`config.mk`:
```
export PLATFORM = sky130hd
export DESIGN_NAME = bus_lv1_lv2_arb_proc
export DESIGN_NICKNAME = d
export VERILOG_FILES = /design/src/rtl/bus_lv1_lv2_arb_proc.sv
export SDC_FILE = /design/constraint.sdc
export NUM_CORES = 1
export LEC_CHECK = 0
export CORE_AREA = 8 8 45 47
export CTS_CLUSTER_DIAMETER = 120
export DETAILED_ROUTE_END_ITERATION = 12
export DIE_AREA = 0 0 53 55
export PLACE_DENSITY = 0.45
export SYNTH_ARGS = -nofsm -noshare
export SYNTH_HDL_FRONTEND = slang
export SYNTH_SLANG_ARGS = --single-unit
```
`constraint.sdc`:
```
create_clock -name clk -period 3.1 [get_ports clk]
set_clock_uncertainty 0.15 [all_clocks]
set_input_delay 0.62 -clock clk [delete_from_list [all_inputs] [get_ports clk]]
set_output_delay 0.62 -clock clk [all_outputs]
set_load 0.02 [all_outputs]
```
`src/rtl/bus_lv1_lv2_arb_proc.sv`:
```
// bus_lv1_lv2_arb_proc
// Per-core arbiter for the shared L1-to-L2 bus. The L1 instruction cache
// and the L1 data cache compete for it. Grants are mutually exclusive and
// are held for a whole transaction. Ownership alternates round-robin. One
// dead TURN cycle always separates two grants.
//
// Optional feature: define BUS_LV1_LV2_ARB_WDOG_EN to enable a hold
// watchdog. It forces a release after HOLD_MAX granted cycles and pulses
// arb_wdog_err during the resulting TURN cycle. In the default build the
// macro is undefined, so a grant may be held indefinitely and
// arb_wdog_err is tied low.
module bus_lv1_lv2_arb_proc #(
  parameter int HOLD_MAX = 64,
  parameter int CNT_WID  = 7
) (
  input  logic clk,
  input  logic rst,
  input  logic bus_lv1_lv2_req_proc_il,
  input  logic bus_lv1_lv2_req_proc_dl,
  output logic bus_lv1_lv2_gnt_proc_il,
  output logic bus_lv1_lv2_gnt_proc_dl,
  output logic bus_lv1_lv2_gnt_proc,
  output logic arb_last_gnt_dl,
  output logic arb_wdog_err
);

  typedef enum logic [1:0] {
    ST_IDLE   = 2'd0,
    ST_GNT_IL = 2'd1,
    ST_GNT_DL = 2'd2,
    ST_TURN   = 2'd3
  } arb_state_e;

  arb_state_e state_q, state_d;
  logic       last_gnt_dl_q, last_gnt_dl_d;

  // This block only exists when the hold counter is too narrow to reach
  // HOLD_MAX-1. It therefore shows up in the elaborated hierarchy of a
  // misconfigured build.
  if ((HOLD_MAX < 1) || (HOLD_MAX >= (2 ** CNT_WID))) begin : g_invalid_hold_cfg
  end

`ifdef BUS_LV1_LV2_ARB_WDOG_EN
  localparam logic [CNT_WID-1:0] HOLD_LAST = CNT_WID'(HOLD_MAX - 1);

  logic [CNT_WID-1:0] hold_cnt_q, hold_cnt_d;
  logic               wdog_err_q, wdog_err_d;
  logic               hold_limit;

  assign hold_limit = (hold_cnt_q == HOLD_LAST);
`endif

  // State register plus the round-robin history and error flag, all cleared asynchronously
  always_ff @(posedge clk or posedge rst) begin
    if (rst) begin
      state_q       <= ST_IDLE;
      last_gnt_dl_q <= 1'b0;
`ifdef BUS_LV1_LV2_ARB_WDOG_EN
      wdog_err_q    <= 1'b0;
`endif
    end else begin
      state_q       <= state_d;
      last_gnt_dl_q <= last_gnt_dl_d;
`ifdef BUS_LV1_LV2_ARB_WDOG_EN
      wdog_err_q    <= wdog_err_d;
`endif
    end
  end

  // Next-state logic: arbitrate from IDLE/TURN, hold the grant while the owner keeps requesting
  always_comb begin
    state_d       = state_q;
    last_gnt_dl_d = last_gnt_dl_q;
`ifdef BUS_LV1_LV2_ARB_WDOG_EN
    wdog_err_d    = 1'b0;
`endif

    unique case (state_q)
      ST_GNT_IL: begin
        if (!bus_lv1_lv2_req_proc_il) begin
          state_d = ST_TURN;
        end
`ifdef BUS_LV1_LV2_ARB_WDOG_EN
        else if (hold_limit) begin
          state_d    = ST_TURN;
          wdog_err_d = 1'b1;
        end
`endif
      end

      ST_GNT_DL: begin
        if (!bus_lv1_lv2_req_proc_dl) begin
          state_d = ST_TURN;
        end
`ifdef BUS_LV1_LV2_ARB_WDOG_EN
        else if (hold_limit) begin
          state_d    = ST_TURN;
          wdog_err_d = 1'b1;
        end
`endif
      end

      default: begin
        if (bus_lv1_lv2_req_proc_il && bus_lv1_lv2_req_proc_dl) begin
          state_d = last_gnt_dl_q ? ST_GNT_IL : ST_GNT_DL;
        end else if (bus_lv1_lv2_req_proc_il) begin
          state_d = ST_GNT_IL;
        end else if (bus_lv1_lv2_req_proc_dl) begin
          state_d = ST_GNT_DL;
        end else begin
          state_d = ST_IDLE;
        end
      end
    endcase

    if ((state_d == ST_GNT_DL) && (state_q != ST_GNT_DL)) begin
      last_gnt_dl_d = 1'b1;
    end else if ((state_d == ST_GNT_IL) && (state_q != ST_GNT_IL)) begin
      last_gnt_dl_d = 1'b0;
    end
  end

`ifdef BUS_LV1_LV2_ARB_WDOG_EN
  // Hold counter: counts granted cycles and restarts at zero on every new grant
  always_comb begin
    hold_cnt_d = '0;
    if ((state_q == ST_GNT_IL) || (state_q == ST_GNT_DL)) begin
      hold_cnt_d = hold_cnt_q + CNT_WID'(1);
    end
  end

  // Hold counter register
  always_ff @(posedge clk or posedge rst) begin
    if (rst) begin
      hold_cnt_q <= '0;
    end else begin
      hold_cnt_q <= hold_cnt_d;
    end
  end
`endif

  // Moore output decode from registered state only, so no req-to-gnt combinational path exists
  always_comb begin
    bus_lv1_lv2_gnt_proc_il = (state_q == ST_GNT_IL);
    bus_lv1_lv2_gnt_proc_dl = (state_q == ST_GNT_DL);
    bus_lv1_lv2_gnt_proc    = (state_q == ST_GNT_IL) || (state_q == ST_GNT_DL);
    arb_last_gnt_dl         = last_gnt_dl_q;
`ifdef BUS_LV1_LV2_ARB_WDOG_EN
    arb_wdog_err            = wdog_err_q;
`else
    arb_wdog_err            = 1'b0;
`endif
  end

endmodule

```
# [After elaboration in Yosys (flattened, before gate mapping)]
# Index checks and enable logic that the tools add are counted.
[totals] inputBits=4 wordCells=22 out_inout_bits=5 regBits=3
[classes] n_eq_ne=6 n_reduce_logical=5 n_mux=9
[op_table] cell="$mux W2" n=6
[op_table] cell="$eq A2 B1 Y1 const B" n=2
[op_table] cell="$eq A2 B2 Y1 const B" n=2
[op_table] cell="$pmux W2 S2" n=1
[op_table] cell="$logic_and A1 B1 Y1" n=3
[op_table] cell="$mux W1" n=2
[op_table] cell="$ne A2 B1 Y1 const B" n=1
[op_table] cell="$ne A2 B2 Y1 const B" n=1
[op_table] cell="$reduce_bool A2 Y1" n=1
[op_table] cell="$logic_or A1 B1 Y1" n=1

# [Depth between registers and ports, before layout]
# Gate-level depths: netlist (run 1).
[depth] word_depth=8 depth_mapped=5 depth_no_buf=5

# [Worst setup path after synthesis (run 1)]
# Ideal clock, no wire load.
[synth_path] path_type="flip-flop to output port" startpoint="register state_q[0]" endpoint="output bus_lv1_lv2_gnt_proc" path_slack_ps=1400 required_ps=2330 path_stages_with_launch=4 arrival_time_ps=930 path_buffers=0 cell_sequence="dfrtp_1 inv_1 ha_1 inv_1"
[synth_via] elab_chain_cells=2 elab_cells_between_ends=3 classes_between="eq/ne: 2; reduce/logical: 1"
[synth_rtl] element="start: declaration" line_no="34" rtl="arb_state_e state_q, state_d;"
[synth_rtl] element="start signal: assignment" line_no="62" rtl="state_q <= state_d;"
[synth_rtl] element="$eq A2 B1 Y1 or $eq A2 B2 Y1 (tied branches)" line_no="146" rtl="bus_lv1_lv2_gnt_proc = (state_q == ST_GNT_IL) || (state_q == ST_GNT_DL);"
[synth_rtl] element="$logic_or A1 B1 Y1 *" line_no="146"
[synth_rtl] element="end: declaration" line_no="22" rtl="output logic bus_lv1_lv2_gnt_proc,"
# Every way passes the cells marked *; elsewhere a longest branch is shown, timed or not.

# [Worst setup path after layout (run 1)]
# Same ends and word-level chain as after synthesis.

==> metrics, run 1 <==
Synth Area in Simple Gates around 15%; CP required approximately 2300 ps; setup TNS 0 ps; Fillers ~160; Critical Path Fanout Max 7; number of inserted diodes 0; Slew Viols, Final 0; number of global-route vias before repair 220; Clk pwr share approximately 16%; VDD IR max 352 uV; most common cell in the netlist inv_1; Max H-tree Level 1; Max Freq approximately 400 MHz; row count 14; asr flop ratio synth 100%; Core Util, Final 24.8%; most frequent cells after synthesis 5 x inv_1, 3 x dfrtp_1, 3 x ha_1; Sequential Power Share between 10% and 20%; WL final ~520 um; power per cell area ~1300 nW/um2; IO Port Bufs 7; Resized Gates After CTS 0; Final Hold Viols 0; # DRC 0; R2R setup slack between 1000 and 1500 ps; Post-CTS Setup Bufs 0; switching power share of the total 44.5%; Final setup viols 0; Post-Synth Adder-Cell Area between 15 and 20%; EDFF count, synth 0; synthesized area per cell 8.67 um2; Syn. warnings 0; first-pass GRT wire length roughly 900 um; routed length per instance slightly below 10 um; Final ANT Viol Nets 0; die height between 50 and 60 um; worst r2r src state_q[0]; Post-layout nets 45; r2r endpoint arb_last_gnt_dl; antenna violations before repair 0; CTS Sinks 3; Synth Area in Compound Gates roughly 22%; hold_buf cts 0; Worst setup SP type flip-flop; Syn Inst Count 27; top cell type's share of synthesized area 32.1%; max-cap viol count 0; Psw ~200 uW; DR pass1 iterations 2; Lkg Pwr between 0.00015 and 0.0002 uW; CTS root buffer clkbuf_4; Synth area leader dfrtp_1; cts bufs inserted 3; die width ~53 um; Yosys reg bits 3; RePlAce Congestion 0.824; CTS tree built; Ports 9; GRT Util Overall 4.38%; worst min path class in2async; min Tclk post-route roughly 2500 ps; Synth area leaders dfrtp_1 32%, ha_1 16%, inv_1 8.0%, a211o_1 3.7%, and2_4 3.7%; RSZ-0062 raised after global routing no; Synth Area in XOR/XNOR 0%; multiplexer share of the synthesized area 0%; DR vias 215; kind of critical path reg2out; global route overflow 0; share of cells above drive strength 1 about 16%; Logic pwr share between 60% and 70%; CP endpoint kind output pin; DP Wirelength 423 um; Initial Utilization 16.9%; register area share after synthesis about a third; 1st-iter DRT viols 1; full die area 2920 um2; status finished, final reports clean; main combinational cell family by area after synthesis compound AO/OA/AOI/OAI gates; largest net degree at the start of global routing 8; Most used DFF post-synth dfrtp_1; Syn-to-layout area delta 46.5%; Clock Pin Slew Worst Setup and Hold Paths roughly 40 ps; Via density 4.06; Worst Path Arrival 1730 ps; fin crit share about four fifths; clock buffer depth 2; core area about 1400 um2; R2R cell count 4; syn nets 34; Mapped Area around 230 um2; Pint between 200 and 250 uW; synth unique cells 19; Clock Latency Late Sink between 200 and 250 ps
==> power by group through the flow <==
stage,clock [uW],combinational (uW),sequential (uW)
after floorplan,0,194,80.5
after global placement,0,300,78.7
after detailed placement,0,296,79.0
after CTS,72.8,297,78.5
after global routing,81.3,324,82.2
final,68.1,291,79.3
==> state kept, by name (all words and copies together), names as in the netlist <==
name,cells
arb_last_gnt_dl,1
state_q,2
==> how the worst max path moves through the flow <==
| stage | from | to | slack, ps | cells past startpoint |
|---|---|---|---|---|
| floorplan | state_q[0] | bus_lv1_lv2_gnt_proc | 1400 | 3 |
| global placement | state_q[0] | bus_lv1_lv2_gnt_proc | 850 | 4 |
| detailed placement | state_q[0] | bus_lv1_lv2_gnt_proc | 840 | 4 |
| CTS | state_q[0] | bus_lv1_lv2_gnt_proc | 580 | 4 |
| global route | state_q[0] | bus_lv1_lv2_gnt_proc | 500 | 4 |
| finish | state_q[0] | bus_lv1_lv2_gnt_proc | 600 | 4 |
==> layer usage <==
metal	up-vias	wire [um]	global-route usage, %	part of all wire [%]
li1	108	-	-	-
met1	101	241	4.27	46
met2	6	250	6.64	48
met3	0	33	1.60	6.3
met4	0	0	5.17	0
met5	-	0	0	0
==> through the flow <==
stage                     cells  area [um2]  setup slack (ps)  total power, uW  hold WS, ps
after CTS                    53         343               584              448          396
after floorplan              27         234              1400              275          224
final                        53         343               601              438          402
after detailed placement     49         317               839              375          441
after global routing         53         343               497              487          408
after global placement       49         317               851              379          460
==> area by class of cell <==
class	instances	area, um2	share of cell area (%)
Multi-Input combinational cell	17	129	37.6
Sequential cell	3	75.1	21.9
Timing Repair Buffer	7	70.1	20.4
Clock buffer	4	26.3	7.66
Inverter	6	22.5	6.57
Tap cell	16	20.0	5.84
==> worst max-delay path, cell delays in order (launching register included) <==
cell	delay [ps]
dfrtp_1	370
inv_1	70
ha_1	390
inv_1	80
clkdlybuf4s50_1	600
==> cell families (layout without fill, tap and decap cells) <==
kind of cell               after synthesis  count (layout)
and+or+nand+nor                          6               6
buffers and inverters                    7              17
DFF                                      3               3
adders and majority gates                3               3
other                                    1               1
AOI/OAI and AO/OA                        7               7
==> layout by cell type (no fill, tap or decap), types with 3 or more instances in the layout <==
cell,netlist,routed
clkdlybuf4s50_1,0,7
ha_1,3,3
clkbuf_4,0,3
dfrtp_1,3,3
inv_1,5,5
Power figures use the tool's default switching activity.
==> run 2: changes to the inputs <==
Settings changed: PLACE_DENSITY 0.45 to 0.46.
Clock period 3.1 ns to 2.2 ns, I/O delays scaled along.
==> run 2 against run 1 <==
Against the previous run:
- sequential cell count stayed put
- combinational power increased by 42%
- final cell count grew 1.9%
- via count down 1.4%
- core utilization grew 0.63 points
- critical path type unchanged
- largest power group unchanged
- highest routed layer unchanged
==> metrics, run 2 (synthesized netlist as in run 1, its figures left out) <==
CP required 1610 ps (-720 ps); Via density 3.93 (-3.2%); r2r endpoint arb_last_gnt_dl; 1st-iter DRT viols 0 (-1); Post-layout nets 46 (+2.2%); CTS tree built; row count 14 (unchanged); min Tclk post-route 2120 ps; # DRC 0 (unchanged); number of inserted diodes 0 (unchanged); Clock Pin Slew Worst Setup and Hold Paths 40 ps (about the same); worst min path class in2async; instance count on the critical path 3 (-1); core area 1380 um2 (unchanged); Worst setup SP type flip-flop; Max stage delay on crit path 620 ps (+20 ps); most frequent cells in the layout 5 x inv_1, 5 x clkdlybuf4s50_1, 3 x ha_1, 3 x dfrtp_1, 3 x clkbuf_4; Ports 9 (unchanged); DR pass1 iterations 1 (-1); Fillers 152 (-6.2%); die height 55 um (unchanged); status finished, final reports clean; Clock Latency Late Sink 230 ps (about the same); largest net degree at the start of global routing 7 (-1); Core Util, Final 25.4% (+0.63 points); crit path capture bus_lv1_lv2_gnt_proc_dl; Lkg Pwr 0.000184 uW (+12%); Max Freq between 400 and 500 MHz; crit-path cells inv_1, ha_1, clkdlybuf4s50_1; Post-CTS Setup Bufs 0 (unchanged); worst path bufs/invs 2 (-1); IO Port Bufs 7 (unchanged); Final setup viols 0 (unchanged); full die area 2920 um2 (unchanged); RePlAce Congestion 0.684 (-17%); fin crit share approximately 96%; Final ANT Viol Nets 0 (unchanged); Critical Path Fanout Max 3 (-4); cts bufs inserted 3 (unchanged); WL final 512 um (-2.3%); Final Hold Viols 0 (unchanged); setup TNS 0 ps (unchanged); RSZ-0062 raised after global routing no; R2R setup slack 460 ps (-1010 ps); die width 53 um (unchanged); Worst Path Arrival 1530 ps (-200 ps); CTS Sinks 3 (unchanged); DP Wirelength 403 um (-4.8%); VDD IR max 489 uV (+39%); hold_buf cts 0 (unchanged); Initial Utilization 16.9% (unchanged); antenna violations before repair 0 (unchanged); Syn-to-layout area delta 50.3%; power per cell area 1770 nW/um2 (+38%); R2R cell count 5 (+1); max-cap viol count 0 (unchanged); global route overflow 0 (unchanged); share of cells above drive strength 1 18.4% (+2.2 points); Biggest register state_q; Max H-tree Level 1 (unchanged); Slew Viols, Final 0 (unchanged); max reg flops 2 (unchanged); crit-path leading delay family buffers and inverters; CP max stage cell clkdlybuf4s50_1; DR vias 212 (-1.4%); CP endpoint kind output pin; Critical Path Source state_q[0]; routed length per instance 9.48 um (-4.1%); worst r2r src state_q[0]; first-pass GRT wire length 814 um (-9.9%); kind of critical path reg2out; GRT Util Overall 3.88% (-0.49 points); CTS root buffer clkbuf_4; number of global-route vias before repair 204 (-7.3%); clock buffer depth 2 (unchanged)
run 2: cell types whose count changed in the layout (fill, tap and decap cells not counted), sizes merged:
cell	previous run	this run
dlygate4sd2	0	1
clkdlybuf4s50	7	5
buf	0	1
dlymetal6s2s	0	1
run 2: how the worst min path moves through the flow:
stage	start	endpoint	slack, ps	cells past startpoint
floorplan	rst	arb_last_gnt_dl	40	1
global placement	arb_last_gnt_dl	arb_last_gnt_dl	460	2
detailed placement	arb_last_gnt_dl	arb_last_gnt_dl	450	2
CTS	rst	arb_last_gnt_dl	210	2
global route	rst	state_q[1]	230	2
finish	rst	arb_last_gnt_dl	220	2
run 2: layer usage:
layer  up-vias  part of all wire (%)  GRT usage, %
met5         -                     0             0
met4         0                     0          3.88
met3         0                   5.9          1.60
met2         7                    37          4.49
met1        93                    57          5.03
li1        112                     -             -
run 2: area by class of cell:
class / instances / area [um2] / area share, %
Timing Repair Buffer: 8 / 78.8 / 22.4
Tap cell: 16 / 20.0 / 5.69
Sequential cell: 3 / 75.1 / 21.4
Multi-Input combinational cell: 17 / 129 / 36.7
Inverter: 6 / 22.5 / 6.41
Clock buffer: 4 / 26.3 / 7.47
run 2: metrics by stage:
step / setup WS (ps) / total power, uW / cells / hold slack (ps) / cell area [um2]
final: 85.0 / 621 / 54 / 222 / 352
after global routing: 13.6 / 685 / 54 / 233 / 352
after global placement: 204 / 555 / 50 / 457 / 324
after detailed placement: 213 / 547 / 50 / 449 / 324
after CTS: 55.0 / 638 / 54 / 213 / 349
after floorplan: 654 / 387 / 27 / 43.6 / 234
run 2: timing repair:
item,CTS,global route
setup endpoints to repair,1,1
cloned,0,0
gates resized for setup,1,1
run 2: report_power, final:
part           switching [uW]  internal, uW  leakage, uW
combinational             223           191     0.000135
sequential               25.7          85.7    0.0000336
clock                    27.8          67.9    0.0000150
total                     277           345     0.000184
==> run 3: changes to the inputs <==
Settings changed: GPL_TIMING_DRIVEN from default to 0.
==> run 3 against run 2 <==
Against the previous run:
- global-route usage up 0.88 points
- core utilization grew 0.18 points
- highest routed layer is now met4
- largest cell class unchanged
- sequential cell count unchanged
- non-clock buffer count unchanged
- maximum frequency up 2.6%
==> metrics, run 3 (synthesized netlist as in run 1, its figures left out) <==
Max stage delay on crit path 390 ps (-230 ps); most frequent cells in the layout 5 x inv_1, 4 x clkdlybuf4s50_1, 3 x ha_1, 3 x dfrtp_1, 3 x clkbuf_4; switching power share of the total 45.7% (+1.1 points); Pint 326 uW (-5.3%); r2r endpoint arb_last_gnt_dl; RSZ-0062 raised after global routing no; Critical Path Fanout Max 7 (+4); Slew Viols, Final 0 (unchanged); power per cell area 1700 nW/um2 (-4.0%); setup TNS 0 ps (unchanged); DR vias 217 (+2.4%); CP endpoint kind output pin; Biggest register state_q; Max H-tree Level 1 (unchanged); met1 Track Usage GR 5.50% (+0.47 points); commonest non-fill, non-tap cell in the layout inv_1; min Tclk post-route 2060 ps (-54.4 ps); hold_buf cts 0 (unchanged); most used cell along the critical path inv_1; share of cells above drive strength 1 18.4% (unchanged); core area 1380 um2 (unchanged); worst r2r src state_q[0]; Syn-to-layout area delta 51.3%; Post-layout nets 46 (unchanged); Via density 4.02 (+2.4%); Lkg Pwr 0.000199 uW (+8.1%); max-cap viol count 0 (unchanged); Final ANT Viol Nets 0 (unchanged); Ports 9 (unchanged); CP required 1610 ps (about the same); DR pass1 iterations 2 (+1); Final setup viols 0 (unchanged); 1st-iter DRT viols 2 (+2); GRT busiest layer met4; GRT Util Overall 4.76% (+0.88 points); number of global-route vias before repair 230 (+13%); first-pass GRT wire length 959 um (+18%); RePlAce Congestion 0.704 (+2.9%); WL final 527 um (+2.9%); worst min path class in2async; full die area 2920 um2 (unchanged); antenna violations before repair 0 (unchanged); final worst slack 139 ps (+54.4 ps); global route overflow 0 (unchanged); cts bufs inserted 3 (unchanged); Post-CTS Setup Bufs 0 (unchanged); DP Wirelength 415 um (+2.9%); met3 Resource Use GR 1.60% (unchanged); die height 55 um (unchanged); kind of critical path reg2out; number of inserted diodes 0 (unchanged); Worst setup SP type flip-flop; R2R setup slack 490 ps (+30 ps); CP max stage cell ha_1; IO Port Bufs 7 (unchanged); Logic pwr share 65.6% (-1.1 points); status finished, final reports clean; Clk pwr share 16.1% (+0.7 points); GR Util met2 5.86% (+1.4 points); Psw 274 uW (-0.82%); Worst Path Arrival 1470 ps (-60 ps); # DRC 0 (unchanged); Max Freq 485 MHz (+2.6%); crit-path cells inv_1, ha_1, inv_1, dlygate4sd2_1; R2R cell count 4 (-1); Core Util, Final 25.6% (+0.18 points); CTS tree built; Clock Latency Late Sink 230 ps (about the same); largest net degree at the start of global routing 8 (+1); Fillers 153 (+0.66%); Initial Utilization 16.9% (unchanged); die width 53 um (unchanged); Sequential Power Share 18.4% (+0.5 points); fin crit share 93.7% (-2.5 points); CTS Sinks 3 (unchanged); Final Hold Viols 0 (unchanged); CTS root buffer clkbuf_4; Clock Pin Slew Worst Setup and Hold Paths 40 ps (about the same); row count 14 (unchanged); VDD IR max 638 uV (+30%); dpl ws 99.5 ps (-113 ps); max reg flops 2 (unchanged); clock buffer depth 2 (unchanged); routed length per instance 9.76 um (+2.9%)
run 3: cell types whose count changed in the layout (fill, tap and decap cells not counted), sizes merged:
cell	delta
clkdlybuf4s50	-1
dlymetal6s2s	+1
run 3: power groups by stage:
stage | Clock, uW | Sequential, uW | Combinational [uW]
finish | 96.5 | 110 | 394
global route | 108 | 117 | 454
detailed placement | 0 | 112 | 418
global placement | 0 | 113 | 419
floorplan | 0 | 113 | 274
CTS | 103 | 111 | 405
run 3: cell type report:
type / instances / area, um2 / area share [%]
tap: 16 / 20.0 / 5.65
clock buffer: 4 / 26.3 / 7.42
timing repair buffer: 7 / 73.8 / 20.8
buffer: 1 / 7.51 / 2.12
inverter: 6 / 22.5 / 6.36
multi-input combinational: 17 / 129 / 36.4
sequential: 3 / 75.1 / 21.2
run 3: timing repair:
| item | in CTS | in global routing |
|---|---|---|
| setup endpoints to repair | 1 | 2 |
| endpoints found under the hold margin | 0 | 0 |
| resized for setup | 1 | 2 |
| gates cloned | 0 | 0 |
run 3: routing by layer:
layer	wire [um]	up-vias	part of all wire [%]
li1	-	113	-
met1	269	93	51
met2	189	9	36
met3	51	2	9.7
met4	17	0	3.2
met5	0	-	0
run 3: critical path, delay by kind of cell, from the launching register on:
kind	cells	cell delay, ps
fa+ha+maj	1	390
buf+inv	3	480
flops	1	370
run 3: worst max-delay path by stage:
stage                           from                       to  depth (start not counted)  slack [ps]
after detailed placement  state_q[0]     bus_lv1_lv2_gnt_proc                          4         100
after global placement    state_q[0]     bus_lv1_lv2_gnt_proc                          4         100
final                     state_q[0]     bus_lv1_lv2_gnt_proc                          4         140
after global routing      state_q[0]     bus_lv1_lv2_gnt_proc                          4          30
after CTS                 state_q[0]  bus_lv1_lv2_gnt_proc_dl                          3          60
after floorplan           state_q[0]          arb_last_gnt_dl                          5         650
run 3: per-stage QoR:
stage | total power [uW] | instance area (um2) | cells | hold WS [ps]
2_1_floorplan | 387 | 234 | 27 | 43.6
3_3_place_gp | 532 | 324 | 50 | 460
3_5_place_dp | 530 | 324 | 50 | 437
4_1_cts | 620 | 349 | 54 | 211
5_1_grt | 679 | 354 | 54 | 243
6_report | 601 | 354 | 54 | 217
